==> src/rtl/io_bank_pkg.sv <==
// Shared constants for the I/O window responder: register offsets, STATUS
// bit positions and the UART transmitter state encoding.
package io_bank_pkg;

    localparam logic [7:0] IO_GPIO_OUT  = 8'h00;
    localparam logic [7:0] IO_GPIO_IN   = 8'h04;
    localparam logic [7:0] IO_TIMER     = 8'h08;
    localparam logic [7:0] IO_TIMER_CMP = 8'h0C;
    localparam logic [7:0] IO_UART_TX   = 8'h10;
    localparam logic [7:0] IO_STATUS    = 8'h14;

    localparam int ST_TX_FULL       = 0;
    localparam int ST_TX_EMPTY      = 1;
    localparam int ST_TIMER_PENDING = 2;
    localparam int ST_TX_OVERFLOW   = 3;
    localparam int ST_TX_BUSY       = 4;

    typedef enum logic [1:0] {
        TX_IDLE  = 2'd0,
        TX_START = 2'd1,
        TX_DATA  = 2'd2,
        TX_STOP  = 2'd3
    } tx_state_e;

endpackage

==> src/rtl/io_uart_tx.sv <==
// UART transmitter: small byte FIFO feeding an 8N1 serializer with a
// per-bit cycle counter. Line idles high.
module io_uart_tx
    import io_bank_pkg::*;
#(
    parameter int CLKS_PER_BIT  = 104,
    parameter int TX_FIFO_DEPTH = 4
) (
    input  logic       clk,
    input  logic       reset,
    input  logic       push,
    input  logic [7:0] push_data,
    input  logic       clr_overflow,
    output logic       full,
    output logic       empty,
    output logic       overflow,
    output logic       busy,
    output logic       uart_tx
);

    localparam int AW = $clog2(TX_FIFO_DEPTH);
    localparam int CW = $clog2(CLKS_PER_BIT);
    localparam logic [AW:0]   DEPTH_C  = (AW+1)'(TX_FIFO_DEPTH);
    localparam logic [CW-1:0] CNT_LAST = CW'(CLKS_PER_BIT - 1);

    logic [7:0]    mem_q [TX_FIFO_DEPTH];
    logic [AW-1:0] wr_ptr_q, rd_ptr_q;
    logic [AW:0]   count_q, count_d;
    logic          ovf_q, ovf_d;
    logic          do_push, pop;

    tx_state_e     state_q, state_d;
    logic [CW-1:0] cnt_q, cnt_d;
    logic [2:0]    idx_q, idx_d;
    logic [7:0]    shreg_q, shreg_d;

    // Fullness uses the pre-edge count, so a same-cycle pop never rescues a push.
    assign full     = (count_q == DEPTH_C);
    assign empty    = (count_q == '0);
    assign overflow = ovf_q;
    assign busy     = (state_q != TX_IDLE);
    assign do_push  = push && !full;

    always_comb begin
        count_d = count_q;
        case ({do_push, pop})
            2'b10:   count_d = count_q + (AW+1)'(1);
            2'b01:   count_d = count_q - (AW+1)'(1);
            default: count_d = count_q;
        endcase
        ovf_d = ovf_q;
        if (push && full) begin
            ovf_d = 1'b1;
        end else if (clr_overflow) begin
            ovf_d = 1'b0;
        end
    end

    always_comb begin
        state_d = state_q;
        cnt_d   = cnt_q;
        idx_d   = idx_q;
        shreg_d = shreg_q;
        pop     = 1'b0;
        uart_tx = 1'b1;
        unique case (state_q)
            TX_IDLE: begin
                if (!empty) begin
                    pop     = 1'b1;
                    shreg_d = mem_q[rd_ptr_q];
                    cnt_d   = '0;
                    state_d = TX_START;
                end
            end
            TX_START: begin
                uart_tx = 1'b0;
                if (cnt_q == CNT_LAST) begin
                    cnt_d   = '0;
                    idx_d   = '0;
                    state_d = TX_DATA;
                end else begin
                    cnt_d = cnt_q + CW'(1);
                end
            end
            TX_DATA: begin
                uart_tx = shreg_q[0];
                if (cnt_q == CNT_LAST) begin
                    cnt_d   = '0;
                    shreg_d = {1'b0, shreg_q[7:1]};
                    if (idx_q == 3'd7) begin
                        state_d = TX_STOP;
                    end else begin
                        idx_d = idx_q + 3'd1;
                    end
                end else begin
                    cnt_d = cnt_q + CW'(1);
                end
            end
            TX_STOP: begin
                if (cnt_q == CNT_LAST) begin
                    cnt_d   = '0;
                    state_d = TX_IDLE;
                end else begin
                    cnt_d = cnt_q + CW'(1);
                end
            end
            default: state_d = TX_IDLE;
        endcase
    end

    always_ff @(posedge clk) begin
        if (do_push) begin
            mem_q[wr_ptr_q] <= push_data;
        end
    end

    always_ff @(posedge clk) begin
        if (reset) begin
            wr_ptr_q <= '0;
            rd_ptr_q <= '0;
            count_q  <= '0;
            ovf_q    <= 1'b0;
            state_q  <= TX_IDLE;
            cnt_q    <= '0;
            idx_q    <= '0;
            shreg_q  <= '0;
        end else begin
            if (do_push) begin
                wr_ptr_q <= wr_ptr_q + AW'(1);
            end
            if (pop) begin
                rd_ptr_q <= rd_ptr_q + AW'(1);
            end
            count_q <= count_d;
            ovf_q   <= ovf_d;
            state_q <= state_d;
            cnt_q   <= cnt_d;
            idx_q   <= idx_d;
            shreg_q <= shreg_d;
        end
    end

endmodule

==> src/rtl/io_bank.sv <==
// I/O window responder: zero-latency read mux, GPIO, input synchronizer,
// compare timer and the UART transmitter.
module io_bank
    import io_bank_pkg::*;
#(
    parameter int CLKS_PER_BIT  = 104,
    parameter int TX_FIFO_DEPTH = 4
) (
    input  logic        clk,
    input  logic        reset,
    input  logic [7:0]  io_addr,
    input  logic        io_en,
    input  logic        io_we,
    input  logic [31:0] io_data_write,
    output logic [31:0] io_data_read,
    output logic [7:0]  gpio_out,
    input  logic [7:0]  gpio_in,
    output logic        uart_tx,
    output logic        timer_irq
);

    logic [7:0]  addr_w;
    logic        wr, wr_gpio, wr_timer, wr_cmp, wr_uart, wr_status;
    logic [7:0]  gpio_q, gpio_sync1_q, gpio_sync2_q;
    logic [31:0] timer_q, timer_d, cmp_q;
    logic        pending_q, pending_d;
    logic        tx_full, tx_empty, tx_overflow, tx_busy;
    logic [31:0] status_w;
    logic        unused_addr_lsbs;

    // Byte lanes are not supported; every access is a full word.
    assign addr_w           = {io_addr[7:2], 2'b00};
    assign unused_addr_lsbs = ^io_addr[1:0];

    assign wr        = io_en && io_we;
    assign wr_gpio   = wr && (addr_w == IO_GPIO_OUT);
    assign wr_timer  = wr && (addr_w == IO_TIMER);
    assign wr_cmp    = wr && (addr_w == IO_TIMER_CMP);
    assign wr_uart   = wr && (addr_w == IO_UART_TX);
    assign wr_status = wr && (addr_w == IO_STATUS);

    assign gpio_out  = gpio_q;
    assign timer_irq = pending_q;

    always_comb begin
        timer_d = wr_timer ? io_data_write : timer_q + 32'd1;
        pending_d = pending_q;
        // A compare match beats a simultaneous clear so no event is lost.
        if (timer_q == cmp_q) begin
            pending_d = 1'b1;
        end else if (wr_status && io_data_write[ST_TIMER_PENDING]) begin
            pending_d = 1'b0;
        end
    end

    always_ff @(posedge clk) begin
        if (reset) begin
            gpio_q       <= '0;
            gpio_sync1_q <= '0;
            gpio_sync2_q <= '0;
            timer_q      <= '0;
            cmp_q        <= 32'hFFFF_FFFF;
            pending_q    <= 1'b0;
        end else begin
            if (wr_gpio) begin
                gpio_q <= io_data_write[7:0];
            end
            if (wr_cmp) begin
                cmp_q <= io_data_write;
            end
            gpio_sync1_q <= gpio_in;
            gpio_sync2_q <= gpio_sync1_q;
            timer_q      <= timer_d;
            pending_q    <= pending_d;
        end
    end

    always_comb begin
        status_w                   = '0;
        status_w[ST_TX_FULL]       = tx_full;
        status_w[ST_TX_EMPTY]      = tx_empty;
        status_w[ST_TIMER_PENDING] = pending_q;
        status_w[ST_TX_OVERFLOW]   = tx_overflow;
        status_w[ST_TX_BUSY]       = tx_busy;
    end

    always_comb begin
        io_data_read = '0;
        if (io_en) begin
            case (addr_w)
                IO_GPIO_OUT:  io_data_read = {24'b0, gpio_q};
                IO_GPIO_IN:   io_data_read = {24'b0, gpio_sync2_q};
                IO_TIMER:     io_data_read = timer_q;
                IO_TIMER_CMP: io_data_read = cmp_q;
                IO_STATUS:    io_data_read = status_w;
                default:      io_data_read = '0;
            endcase
        end
    end

    io_uart_tx #(
        .CLKS_PER_BIT (CLKS_PER_BIT),
        .TX_FIFO_DEPTH(TX_FIFO_DEPTH)
    ) u_uart_tx (
        .clk         (clk),
        .reset       (reset),
        .push        (wr_uart),
        .push_data   (io_data_write[7:0]),
        .clr_overflow(wr_status && io_data_write[ST_TX_OVERFLOW]),
        .full        (tx_full),
        .empty       (tx_empty),
        .overflow    (tx_overflow),
        .busy        (tx_busy),
        .uart_tx     (uart_tx)
    );

endmodule

==> config.mk <==
export PLATFORM = sky130hd
export DESIGN_NAME = io_bank
export DESIGN_NICKNAME = d
export VERILOG_FILES = /design/src/rtl/io_bank_pkg.sv /design/src/rtl/io_uart_tx.sv /design/src/rtl/io_bank.sv
export SDC_FILE = /design/constraint.sdc
export NUM_CORES = 1
export LEC_CHECK = 0
export BUFFER_PORTS_ARGS = -buffer_cell sky130_fd_sc_hd__buf_2
export CAP_MARGIN = 10
export CORE_MARGIN = 1.5
export CORE_UTILIZATION = 40
export DETAILED_ROUTE_END_ITERATION = 7
export REMOVE_ABC_BUFFERS = 1
export SYNTH_ARGS = -nofsm -noshare
export SYNTH_HDL_FRONTEND = slang
export SYNTH_HIERARCHICAL = 1
export SYNTH_SLANG_ARGS = --single-unit
==> constraint.sdc <==
create_clock -name clk -period 4.15 [get_ports clk]
set_input_delay 0 -clock clk [delete_from_list [all_inputs] [get_ports clk]]
set_output_delay 0 -clock clk [all_outputs]
set_load 0.01 [all_outputs]
# ---- Word-level counts from Yosys, hierarchy flattened
# Memory sizes are Yosys's and may differ from the RTL's. A register that Yosys moved wholly into a read port is not among the register bits.
# Index checks and enable logic that the tools add are counted.
dict set report word_totals {
  ff_bits 117
  ram_bits 32
  in_bits 52
  output_inout_bits 42
  elab_cells 97
  mem_count 1
}
# memory depth word_bits read_ports rd_clocked_by_memory_dff wr line
set mem_list {}
lappend mem_list {u_uart_tx.mem_q 4 8 1 1 1 io_uart_tx.sv:26} ;# logic [7:0] mem_q [TX_FIFO_DEPTH];
dict set report classes {
  addsub 7
  eq_ne 20
  mux 31
  n_reduce_logical 24
}
# operator count
set op_table {}
lappend op_table {{$pmux 32 s5} 1}
lappend op_table {{$mux 32} 2}
lappend op_table {{$add 32x1->32 const B} 1}
lappend op_table {{$eq 32x32->1} 1}
lappend op_table {{$mux 8} 2}
lappend op_table {{$pmux 8 s2} 1}
lappend op_table {{$mux 2} 7}
lappend op_table {{$mux 7} 2}
lappend op_table {{$pmux 7 s2} 1}
lappend op_table {{$eq 6x2->1 const B} 2}
lappend op_table {{$eq 6x3->1 const B} 2}
lappend op_table {{$pmux 3 s2} 2}
lappend op_table {{$reduce_bool 2->1} 6}
lappend op_table {{$logic_and 1x1->1} 10}
lappend op_table {{$mux 3} 3}
lappend op_table {{$logic_not 8->1} 1}
lappend op_table {{$mux 1} 8}
lappend op_table {{$ne 2x1->1 const B} 4}
lappend op_table {{$pmux 2 s4} 1}
lappend op_table {{$add 7x1->7 const B} 1}
lappend op_table {{$eq 7x7->1 const B} 1}
lappend op_table {{$add 3x1->3 const B} 2}
lappend op_table {{$eq 2x2->1 const B} 3}
lappend op_table {{$eq 3x3->1 const B} 2}
lappend op_table {{13 further kinds} 16}

# ---- Logic depth before layout (Yosys ltp)
# Gate-level depths: netlist of run 1.
dict set report logic_depth {
  word_depth 5
  mapped_depth 11
  depth_no_buf 11
}

# ---- By module
# Netlist of run 1, hierarchy kept.
# mod n_inst cells_each area_per_inst_um2 seq_area_each_um2
set by_module_without_submodules {}
lappend by_module_without_submodules {io_bank 1 550 4653.2 1781.7}
lappend by_module_without_submodules {io_uart_tx 1 240 2844.0 1561.5}

# ---- Worst setup path before layout of run 1
# Ideal clock, no wire load.
dict set report synth_path {
  path_type {register -> register}
  from {register u_uart_tx.count_q[2]}
  to {register u_uart_tx.count_q[2]}
  setup_time_ns 0.070
  arrival_time_ns 2.293
  required_ns 4.080
  path_slack_ns 1.786
  path_stages_with_launch 10
  path_buffers 0
  synth_period_minus_slack_ns 2.364
  path_cell_list {dfxtp_1 -> or3b_2 -> and2_1 -> inv_1 -> ha_1 -> inv_1 -> fa_1 -> xor2_1 -> or3_1 -> a21oi_1}
}
dict set report synth_via {
  elab_chain_len 5
  elab_cells_between_ends 12
  cone_classes {2 x add/sub; 3 x eq/ne; 3 x mux; 4 x reduce/logical}
}
# element line
set synth_lines {}
lappend synth_lines {{start: declaration} io_uart_tx.sv:28} ;# logic [AW:0] count_q, count_d;
lappend synth_lines {{start signal: assignment} io_uart_tx.sv:134} ;# count_q <= count_d;
lappend synth_lines {{$logic_not 3->1 / $eq 3x3->1 (equally long branches)} {io_uart_tx.sv:39, io_uart_tx.sv:38}}
lappend synth_lines {{$mux 1 / $logic_not 1->1 (equally long branches)} {io_uart_tx.sv:68, io_uart_tx.sv:42}}
lappend synth_lines {{$mux 1 / $logic_and 1x1->1 (equally long branches)} {io_uart_tx.sv:66, io_uart_tx.sv:42}}
lappend synth_lines {{$eq 2x1->1 / $eq 2x2->1 (equally long branches)} io_uart_tx.sv:46} ;# case ({do_push, pop})
lappend synth_lines {{$pmux 3 s2 / $reduce_bool 2->1 (equally long branches)} n/a}
# Several ways; a longest one is shown, not always the timed one.
# A chain may end at the register's enable or synchronous reset.

# ---- Final worst setup path of run 1
dict set report layout_path {
  from {register u_uart_tx.state_q[0]}
  to {register u_uart_tx.count_q[2]}
}
dict set report layout_via {
  elab_chain_len 4
  elab_cells_between_ends 6
  cone_classes {2 x eq/ne; 2 x mux; 2 x reduce/logical}
}
# element line
set layout_lines {}
lappend layout_lines {{start: declaration} io_uart_tx.sv:32} ;# tx_state_e state_q, state_d;
lappend layout_lines {{start signal: assignment} io_uart_tx.sv:136} ;# state_q <= state_d;
lappend layout_lines {{$logic_not 2->1 (*)} io_uart_tx.sv:66} ;# unique case (state_q)
lappend layout_lines {{$mux 1 (*)} io_uart_tx.sv:66}
lappend layout_lines {{named net u_uart_tx.pop} io_uart_tx.sv:30} ;# logic do_push, pop;
lappend layout_lines {{$eq 2x1->1 / $eq 2x2->1 (equally long branches)} io_uart_tx.sv:46}
lappend layout_lines {{$pmux 3 s2 / $reduce_bool 2->1 (equally long branches)} n/a}
# Mark *: on every way through the listed nets, which the timed path passes. The rest lies on a longest branch.

==> flow_summary.json, run 1 <==
{
  "outcome": "complete, but fails checks",
  "violations": "design-rule violations",
  "fin_crit_sh": 0.617,
  "fmax_ghz": 0.390,
  "grtUsageTotal": 0.200,
  "die_x_um": 140,
  "ys_ff_latch": 151,
  "comb_power_share": 0.186,
  "endpoint_kind": "flop",
  "yosys.cell_types.count": 54,
  "slew_violations": 0,
  "seq_power_share": 0.441,
  "antenna_cells": 0,
  "worst_pin_slew_ns": 1.14,
  "cts_tree": "built",
  "vias": 6009,
  "synthTopCellsByArea": "dfxtp_1 (32%), edfxtp_1 (13%), xnor2_1 (5.0%), nand2_1 (4.6%), nor2_1 (4.5%)",
  "die_area_mm2": 0.0196,
  "setup_viol": 0,
  "synth_area_per_cell_um2": 9.49,
  "cp_slowest_stage_delay_ns": 0.42,
  "max_cap_viol_count": 0,
  "drtIter0Drc": 341,
  "antenna_found_initial": 0,
  "crit_chain": "inv_1, ha_1, inv_1, nor2_1, ha_1, inv_1, fa_1, xor2_1, or3_1, a21oi_1",
  "final_nets": 959,
  "ir_drop_v": 0.000262,
  "syn-cell-area_mm2": 0.00750,
  "coreArea_mm2": 0.0181,
  "power-per-cell-area_mw_per_mm2": 417,
  "grt_max_degree": 93,
  "ys.flop_type": "dfxtp_1",
  "sw_frac_of_total": 0.280,
  "async_flop_share": 0,
  "syn2layout_area_growth_pct": 19.9,
  "fillers": 1735,
  "firstDrtPassIters": 7,
  "cp_data_required_time_ns": 4.50,
  "grt_pass1_vias": 5720,
  "dpl.hpwl_mm": 12.5,
  "final-hold-violation-count": 0,
  "port_buffers": 91,
  "worstRegToRegCells": 10,
  "cp_max_fo": 12,
  "critPathSlowestCell": "ha_1",
  "clock-sinks": 151,
  "routed_wl_mm": 18.9,
  "cp_common_cell": "inv_1",
  "drc": 6,
  "ys_top_cells_by_count": "dfxtp_1 (119), nand2_1 (91), nor2_1 (90)",
  "worstSkewPairLatency_ns": 0.42,
  "clock_path_buffers": 2,
  "pin_count": 94,
  "viasPerCell": 5.30,
  "synth_top_cell_by_area": "dfxtp_1",
  "p_int_uw": 2700,
  "ys_warn_count": 6,
  "synth_edf_count": 32,
  "hold_path_depth": 4,
  "cp-start-kind": "flop",
  "leakage_uw": 0.00350,
  "ant_nets": 0,
  "routedWlPerCell_um": 16.7,
  "timing.final.crit_period_ns": 2.56,
  "clock_skew_ns": 0.00643,
  "fin_hold_ws_ns": 0.0348,
  "die_h_um": 140,
  "cts_buffers": 17,
  "worst-r2r-setup-slack_ns": 1.59,
  "rsz0062_at_grt": "no",
  "path_clk_slew_ns": 0.06,
  "clkPwrFrac": 0.374,
  "crit_type": "reg2reg",
  "post_cts_buffers": 0,
  "ys_seq_area_frac": 0.446,
  "tns_ns": 0,
  "min_path_type": "in2reg",
  "p_sw_uw": 1050,
  "place.gp.congestion": 0.785,
  "overflow": 0,
  "h-tree-depth": 4,
  "drive_gt1_frac": 0.179,
  "start_util": 0.413,
  "yosysMostFrequentCell": "dfxtp_1",
  "grt_pass1_wl_mm": 30.4,
  "max-slew-margin-rel": 0.237,
  "rows": 49,
  "root_buffer": "clkbuf_16",
  "cp_data_arrival_time_ns": 2.91,
  "syn_inst": 790,
  "netlist.area_leader.share": 0.318
}
==> through the flow <==
step                      total power, uW  cell area [um^2]  cells  utilization  setup WS (ns)
after floorplan                      2150              7260    735            -           1.78
after global placement               2340              8060   1062        0.444           1.59
after detailed placement             2350              8060   1062        0.444           1.56
after CTS                            3770              8990   1134        0.495           1.53
after global routing                 3940              8990   1134        0.495           1.35
final                                3750              8990   1134        0.495           1.59
==> cell type report <==
type / instances / area, um^2 / share of cell area
clock buffers: 20 / 437 / 0.0486
repair buffers: 138 / 911 / 0.101
flip-flops and latches: 151 / 3340 / 0.372
inverters: 14 / 52.6 / 0.00585
clock inverters: 12 / 88.8 / 0.00988
multi-input cells: 570 / 3870 / 0.431
well taps: 229 / 287 / 0.0319
==> cells by family (layout without fill, tap and decap cells) <==
| kind of cell | Yosys count | in the layout | share of synthesized area |
|---|---|---|---|
| AO/OA/AOI/OAI | 103 | 103 | 0.0963 |
| XOR/XNOR | 67 | 67 | 0.0783 |
| AND/OR/NAND/NOR | 352 | 352 | 0.251 |
| buffers and inverters | 69 | 184 | 0.0384 |
| multiplexers | 33 | 33 | 0.0643 |
| flip-flops | 151 | 151 | 0.446 |
| adder cells (fa/ha/maj) | 15 | 15 | 0.0260 |
==> critical path: cells and delay by family, from the launching register on <==
kind | cells | cell delay (ns)
adders and majority gates | 3 | 1.00
and+or+nand+nor | 2 | 0.51
buffers and inverters | 3 | 0.37
DFF | 1 | 0.32
xor gates and xnor gates | 1 | 0.16
AOI/OAI and AO/OA | 1 | 0.13
==> cells in the final DEF (no fill, tap or decap), types with 13 or more instances in the layout <==
master         instances
dfxtp_1              119
nand2_1               91
nor2_1                90
buf_2                 90
xnor2_1               43
dlygate4sd3_1         40
nand3b_1              35
a211oi_1              32
edfxtp_1              32
a22oi_1               31
nor3_1                28
xor2_1                24
nor2b_1               22
nand3_1               22
nand4_1               18
a21oi_1               18
clkbuf_16             17
inv_1                 14
ha_1                  14
and3_1                13
==> sequential cells by signal, indices dropped and copies added (netlist names), named ones only <==
name and flops:
cmp_q 32, timer_q 32, u_uart_tx/mem_q 32, gpio_out 8, gpio_sync1_q 8, gpio_sync2_q 8
u_uart_tx/shreg_q 8, u_uart_tx/cnt_q 7, u_uart_tx/count_q 3, u_uart_tx/idx_q 3, u_uart_tx/rd_ptr_q 2, u_uart_tx/state_q 2
u_uart_tx/wr_ptr_q 2, timer_irq 1, u_uart_tx/overflow 1
==> path summary, 6_finish.rpt <==
kind | startpoint | end
setup / recovery | u_uart_tx/state_q[0] | u_uart_tx/count_q[2]
hold / removal | io_we | timer_irq
setup reg to reg | u_uart_tx/state_q[0] | u_uart_tx/count_q[2]
hold reg to reg | gpio_sync1_q[0] | gpio_sync2_q[0]
==> timing repair <==
action,CTS,global route
hold buffers,40,0
endpoints found under the hold margin,112,0
gates resized for setup,0,0
==> power by group through the flow <==
| stage | Clock (uW) | Combinational, uW | Sequential, uW |
|---|---|---|---|
| after floorplan | 0 | 483 | 1670 |
| after global placement | 0 | 661 | 1680 |
| after detailed placement | 0 | 668 | 1680 |
| after CTS | 1420 | 699 | 1650 |
| after global routing | 1490 | 779 | 1670 |
| final | 1400 | 696 | 1650 |
==> per-layer routing <==
metal / GRT usage / vias up / part of all wire
met4: 0.0560 / 0 / 0.016
met3: 0.0403 / 23 / 0.039
li1: - / 3000 / -
met5: 0 / - / 0
met1: 0.280 / 2870 / 0.49
met2: 0.313 / 116 / 0.46
Note: power is estimated with default switching activity, not from simulation.
==> inputs of run 2 (changes only) <==
--- a/config.mk
+++ b/config.mk
@@ -5,6 +5,7 @@
 export SDC_FILE = /design/constraint.sdc
 export NUM_CORES = 1
 export LEC_CHECK = 0
+export ABC_AREA = 1
 export BUFFER_PORTS_ARGS = -buffer_cell sky130_fd_sc_hd__buf_2
 export CAP_MARGIN = 10
 export CORE_MARGIN = 1.5
==> constraint.sdc (replaced) <==
create_clock -name clk -period 2.25 [get_ports clk]
set_input_delay 0 -clock clk [delete_from_list [all_inputs] [get_ports clk]]
set_output_delay 0 -clock clk [all_outputs]
set_load 0.01 [all_outputs]
==> run 2 against run 1 <==
Against the previous run:
- the run now ends clean
- cell count up 38%
- utilization grew 0.61 points
- first-iteration DRC count is 25% higher
- synthesized cell count grew 46%
- routed wire length up 13%
- setup slack got worse by 1.5 ns
- worst hold slack worse by 0.016 ns
- largest cell class unchanged
- largest power group unchanged
==> flow_summary.json, run 2 <==
{
  "cp-start-kind": "input pin",
  "slew_violations": 0,
  "ant_nets": 0,
  "yosysMostFrequentCell": "nand2_1",
  "worstRegToRegCells": 11,
  "start_util": 0.410,
  "h-tree-depth": 4,
  "antenna_cells": 0,
  "cp_max_fo": 32,
  "rsz0062_at_grt": "no",
  "dr_wl_met3_mm": 1.03,
  "ir_drop_v": 0.000535,
  "pin_count": 94,
  "antenna_found_initial": 0,
  "max_cap_viol_count": 0,
  "rows": 51,
  "worst-r2r-setup-slack_ns": 0.23,
  "ys_ff_latch": 151,
  "crit_start": "io_addr[5]",
  "hold_path_depth": 3,
  "die_x_um": 145,
  "reg2reg_from": "u_uart_tx/state_q[0]",
  "overflow": 0,
  "drc": 0,
  "cp_common_cell": "buf_2",
  "syn-cell-area_mm2": 0.00802,
  "cp_data_arrival_time_ns": 2.12,
  "async_flop_share": 0,
  "power-per-cell-area_mw_per_mm2": 770,
  "coreArea_mm2": 0.0196,
  "die_area_mm2": 0.0209,
  "top_regs": "cmp_q (32), timer_q (32), u_uart_tx/mem_q (32)",
  "grtUsageTotal": 0.216,
  "max-slew-margin-rel": 0.569,
  "ys.flop_type": "dfxtp_1",
  "viasPerCell": 4.83,
  "yosys.cell_types.count": 41,
  "setup_viol": 0,
  "port_buffers": 91,
  "cts_buffers": 17,
  "vias": 7565,
  "cts_tree": "built",
  "ys_seq_area_frac": 0.417,
  "outcome": "finished clean",
  "synth_top_cell_by_area": "dfxtp_1",
  "clock_path_buffers": 2,
  "die_h_um": 145,
  "root_buffer": "clkbuf_16",
  "wl_met1_mm": 9.60,
  "synth_area_per_cell_um2": 6.94,
  "seqCellArea_mm2": 0.00334,
  "timing.final.crit_period_ns": 2.12,
  "syn2layout_area_growth_pct": 22.4,
  "drive_gt1_frac": 0.129,
  "rr_endpoint": "u_uart_tx/count_q[2]",
  "grt_pass1_wl_mm": 35.0,
  "clock-sinks": 151,
  "worstSkewPairLatency_ns": 0.42,
  "grt_pass1_vias": 7052,
  "final_nets": 1357,
  "fin_crit_sh": 0.944,
  "cpLargestDelayFamily": "buffers and inverters",
  "crit_type": "in2out",
  "power_uw": 7570,
  "ys_warn_count": 6,
  "ys_top_cells_by_count": "nand2_1 (317), inv_1 (154), nor2_1 (154)",
  "clock_skew_ns": 0.0131,
  "mostFrequentLayoutCell": "nand2_1",
  "maxUsedRoutingLayer": "met4",
  "min-delay-start": "reset",
  "met2_length_mm": 10.4,
  "syn_inst": 1156,
  "min_path_type": "in2reg",
  "multiInputGateArea_mm2": 0.00387,
  "final_cell_mix": "nand2_1 (317), inv_1 (154), nor2_1 (154), dfxtp_1 (119), buf_2 (91)",
  "final-hold-violation-count": 0,
  "drtIter0Drc": 427,
  "routedWlPerCell_um": 13.6,
  "synth_edf_count": 32,
  "fillers": 1985,
  "critPathSlowestCell": "dlygate4sd3_1",
  "min_to": "u_uart_tx/cnt_q[5]",
  "fmax_ghz": 0.471,
  "synthTopCellsByArea": "dfxtp_1 (30%), nand2_1 (15%), edfxtp_1 (12%), inv_1 (7.2%), nor2_1 (7.2%)",
  "worst_pin_slew_ns": 0.646,
  "leakage_uw": 0.00439,
  "crit_buf_inv": 4,
  "firstDrtPassIters": 5,
  "crit_chain": "dlygate4sd3_1, buf_2, nor2_4, nand2_2, nor3_4, buf_6, nand2_1, a41oi_1, buf_2",
  "dpl.hpwl_mm": 15.4,
  "tns_ns": 0,
  "netlist.area_leader.share": 0.297,
  "endpoint_kind": "primary output",
  "routed_wl_mm": 21.4,
  "place.gp.congestion": 0.893,
  "cp_slowest_stage_delay_ns": 0.53,
  "cp_data_required_time_ns": 2.25,
  "grt_max_degree": 60,
  "path_clk_slew_ns": 0.06
}
## run 2: worst max-delay path by stage
stage	slack, ns	end	cells after the start
finish	0.13	io_data_read[7]	9
global route	0.009	io_data_read[7]	9
CTS	0.05	io_data_read[7]	9
detailed placement	0.18	u_uart_tx/count_q[2]	11
global placement	0.21	u_uart_tx/count_q[2]	11
floorplan	-0.45	cmp_q[10]	8
## run 2: repair_timing
| item | in CTS | in global routing |
|---|---|---|
| resized for setup | 0 | 4 |
| setup buffers | 0 | 0 |
| hold buffers | 41 | 0 |
| setup endpoints to repair | 0 | 6 |
| endpoints found under the hold margin | 108 | 0 |
## run 2: worst min-delay path: stages
cell     delay [ns]
buf_2          0.13
buf_4          0.21
a21oi_1        0.05
## run 2: area by class of cell
cell class | instances | share of cell area
timing repair buffer | 157 | 0.109
clock inverter | 8 | 0.0127
inverter | 161 | 0.0620
clock buffer | 23 | 0.0476
multi-input combinational | 802 | 0.394
sequential | 151 | 0.340
tap | 265 | 0.0337
## run 2: stage by stage
stage / hold WS (ns) / instances / instance area, um^2 / setup slack [ns] / utilization
finish: 0.0187 / 1567 / 9820 / 0.125 / 0.502
global placement: 0.206 / 1495 / 8810 / 0.206 / 0.450
global route: 0.0333 / 1567 / 9820 / 0.00882 / 0.502
CTS: 0.00110 / 1567 / 9810 / 0.0508 / 0.501
floorplan: 0.0691 / 1114 / 7820 / -0.449 / -
detailed placement: 0.213 / 1495 / 8810 / 0.176 / 0.450
## run 2: power breakdown
group | internal, uW | total (uW) | leakage, uW | switching, uW
Clock | 1800 | 2880 | 0.000287 | 1090
Combinational | 609 | 1640 | 0.00284 | 1030
Sequential | 2910 | 3040 | 0.00126 | 134
Total | 5320 | 7570 | 0.00439 | 2250
## run 2: kinds of logic (layout without fill, tap and decap cells)
group,after synthesis,count (layout),share of synthesized area
AND/OR/NAND/NOR,598,598,0.310
buffers and inverters,203,349,0.102
AO/OA/AOI/OAI,164,164,0.119
flip-flops,151,151,0.417
XOR/XNOR,25,25,0.0273
adder cells (fa/ha/maj),15,15,0.0243
## run 2: layer usage
| layer | vias up | global-route usage |
|---|---|---|
| met2 | 161 | 0.377 |
| met4 | 0 | 0.0691 |
| li1 | 3946 | - |
| met5 | - | 0 |
| met3 | 24 | 0.0394 |
| met1 | 3434 | 0.270 |
==> inputs of run 3 (changes only) <==
--- a/config.mk
+++ b/config.mk
@@ -9,8 +9,9 @@
 export BUFFER_PORTS_ARGS = -buffer_cell sky130_fd_sc_hd__buf_2
 export CAP_MARGIN = 10
 export CORE_MARGIN = 1.5
-export CORE_UTILIZATION = 40
+export CORE_UTILIZATION = 53
 export DETAILED_ROUTE_END_ITERATION = 7
+export PLACE_DENSITY = 0.76
 export REMOVE_ABC_BUFFERS = 1
 export SYNTH_ARGS = -nofsm -noshare
 export SYNTH_HDL_FRONTEND = slang
==> run 3 against run 2 <==
Against the previous run:
- the run now ends with design-rule violations left
- sequential cell count stayed put
- clock skew shrank 0.0043 ns
- utilization is 17 points higher
- clock-buffer cell count is 6 lower
- combinational power is 2% higher
- largest power group is now clock
==> flow_summary.json, run 3 (synthesized netlist as in run 2, its figures left out) <==
{
  "outcome": "complete, but fails checks",
  "violations": "design-rule violations",
  "cp_data_arrival_time_ns": 2.41,
  "vias": 7778,
  "routed_wl_mm": 21.1,
  "clkPwrFrac": 0.392,
  "worstRegToRegCells": 11,
  "cp_slowest_stage_delay_ns": 0.40,
  "slew_violations": 0,
  "place_area_mm2": 0.00868,
  "cp_max_fo": 4,
  "cp_common_cell": "inv_1",
  "die_x_um": 126,
  "timing.final.crit_period_ns": 2.11,
  "final_cell_area_mm2": 0.00978,
  "clock_skew_ns": 0.00873,
  "power_uw": 7770,
  "coreArea_mm2": 0.0146,
  "grt_pass1_vias": 7234,
  "cts_buffers": 17,
  "seq_power_share": 0.392,
  "drtIter0Drc": 712,
  "overflow": 0,
  "h-tree-depth": 4,
  "start_util": 0.548,
  "top_regs": "cmp_q (32), timer_q (32), u_uart_tx/mem_q (32)",
  "cp_data_required_time_ns": 2.55,
  "die_h_um": 126,
  "ir_drop_v": 0.000624,
  "viasPerCell": 5.22,
  "ant_nets": 0,
  "max-slew-margin-rel": 0.459,
  "min-delay-start": "io_we",
  "firstDrtPassIters": 7,
  "setup_viol": 0,
  "grt_pass1_wl_mm": 34.8,
  "drive_gt1_frac": 0.129,
  "worstSkewPairLatency_ns": 0.42,
  "fmax_ghz": 0.474,
  "leakage_uw": 0.00442,
  "cp-start-kind": "flop",
  "rows": 44,
  "final_cell_mix": "nand2_1 (317), inv_1 (154), nor2_1 (154), dfxtp_1 (119), buf_2 (91)",
  "p_int_uw": 5380,
  "dpl.hpwl_mm": 14.2,
  "min_path_type": "in2reg",
  "crit_chain": "inv_1, ha_1, inv_1, a21oi_2, ha_1, inv_1, fa_1, a21oi_1, o21ai_1, o21ai_1, a21oi_1",
  "comb_power_share": 0.216,
  "rsz0062_at_grt": "no",
  "pin_count": 94,
  "cpLargestDelayFamily": "adder cells",
  "port_buffers": 91,
  "grt_max_degree": 72,
  "tns_ns": 0,
  "worst_pin_slew_ns": 0.806,
  "path_clk_slew_ns": 0.06,
  "fin_crit_sh": 0.938,
  "final_nets": 1359,
  "clock_path_buffers": 2,
  "critPathSlowestCell": "fa_1",
  "crit_end": "u_uart_tx/count_q[2]",
  "worst-r2r-setup-slack_ns": 0.14,
  "place.gp.congestion": 0.914,
  "reg2reg_from": "u_uart_tx/state_q[0]",
  "p_sw_uw": 2390,
  "rr_endpoint": "u_uart_tx/count_q[2]",
  "cts_tree": "built",
  "root_buffer": "clkbuf_16",
  "power-per-cell-area_mw_per_mm2": 794,
  "crit_buf_inv": 3,
  "crit_type": "reg2reg",
  "syn2layout_area_growth_pct": 21.9,
  "die_area_mm2": 0.0159,
  "antenna_cells": 0,
  "max_cap_viol_count": 0,
  "grtUsageTotal": 0.271,
  "sw_frac_of_total": 0.307,
  "antenna_found_initial": 0,
  "mostFrequentLayoutCell": "nand2_1",
  "final-hold-violation-count": 0,
  "cp_num_cells": 11,
  "clock-sinks": 151,
  "drc": 3,
  "crit_start": "u_uart_tx/state_q[0]",
  "routedWlPerCell_um": 14.2,
  "endpoint_kind": "flop"
}
[run 3: cell types whose count changed in the layout (fill, tap and decap cells not counted), moves of 2 or more]
cell,before,now
dlygate4sd3_1,41,47
buf_4,22,18
o21ai_0,53,51
o21ai_1,3,5
inv_6,0,2
clkbuf_8,2,0
clkbuf_1,4,0
[run 3: repair_timing]
item,in CTS,in global routing
gates resized for setup,0,5
setup buffers,0,0
hold endpoints to repair,114,0
setup endpoints to repair,0,5
hold buffers,47,0
[run 3: worst min-delay path, stage by stage]
cell and delay (ns):
buf_2 0.10, nand2_1 0.16, nor2_4 0.08, o211ai_1 0.15
[run 3: worst min path at each step]
stage | endpoint | slack, ns | cells past startpoint
global placement | gpio_sync1_q[4] | 0.21 | 3
CTS | cmp_q[1] | 0.09 | 4
floorplan | timer_irq | 0.07 | 1
finish | cmp_q[1] | 0.1 | 4
global route | cmp_q[1] | 0.11 | 4
detailed placement | gpio_sync1_q[4] | 0.21 | 3
[run 3: layout make-up]
| type | instances | area [um^2] |
|---|---|---|
| flip-flops and latches | 151 | 3340 |
| inverters | 161 | 609 |
| fillers | 1240 | 4860 |
| clock buffers | 17 | 425 |
| well taps | 184 | 230 |
| repair buffers | 159 | 1100 |
| clock inverters | 15 | 200 |
| multi-input cells | 802 | 3870 |
[run 3: per-layer routing]
layer  track usage  part of all wire  vias to the layer above
met5             0                 0                        -
met4         0.112             0.029                        0
met3        0.0501             0.046                       45
met2         0.472              0.48                      215
met1         0.331              0.44                     3575
li1              -                 -                     3943
[run 3: through the flow]
step | instances | setup WS [ns] | util | hold slack (ns)
floorplan | 1114 | -0.449 | - | 0.0691
global placement | 1410 | 0.224 | 0.592 | 0.205
detailed placement | 1410 | 0.158 | 0.592 | 0.207
CTS | 1489 | 0.0831 | 0.667 | 0.0895
global route | 1489 | 0.00514 | 0.668 | 0.105
finish | 1489 | 0.139 | 0.668 | 0.0968
[run 3: power groups by stage]
stage,clock network (uW),logic [uW],registers (uW)
floorplan,0,1120,3070
global placement,0,1530,3090
detailed placement,0,1560,3100
CTS,3080,1650,3040
global route,3200,1920,3060
finish,3050,1680,3040
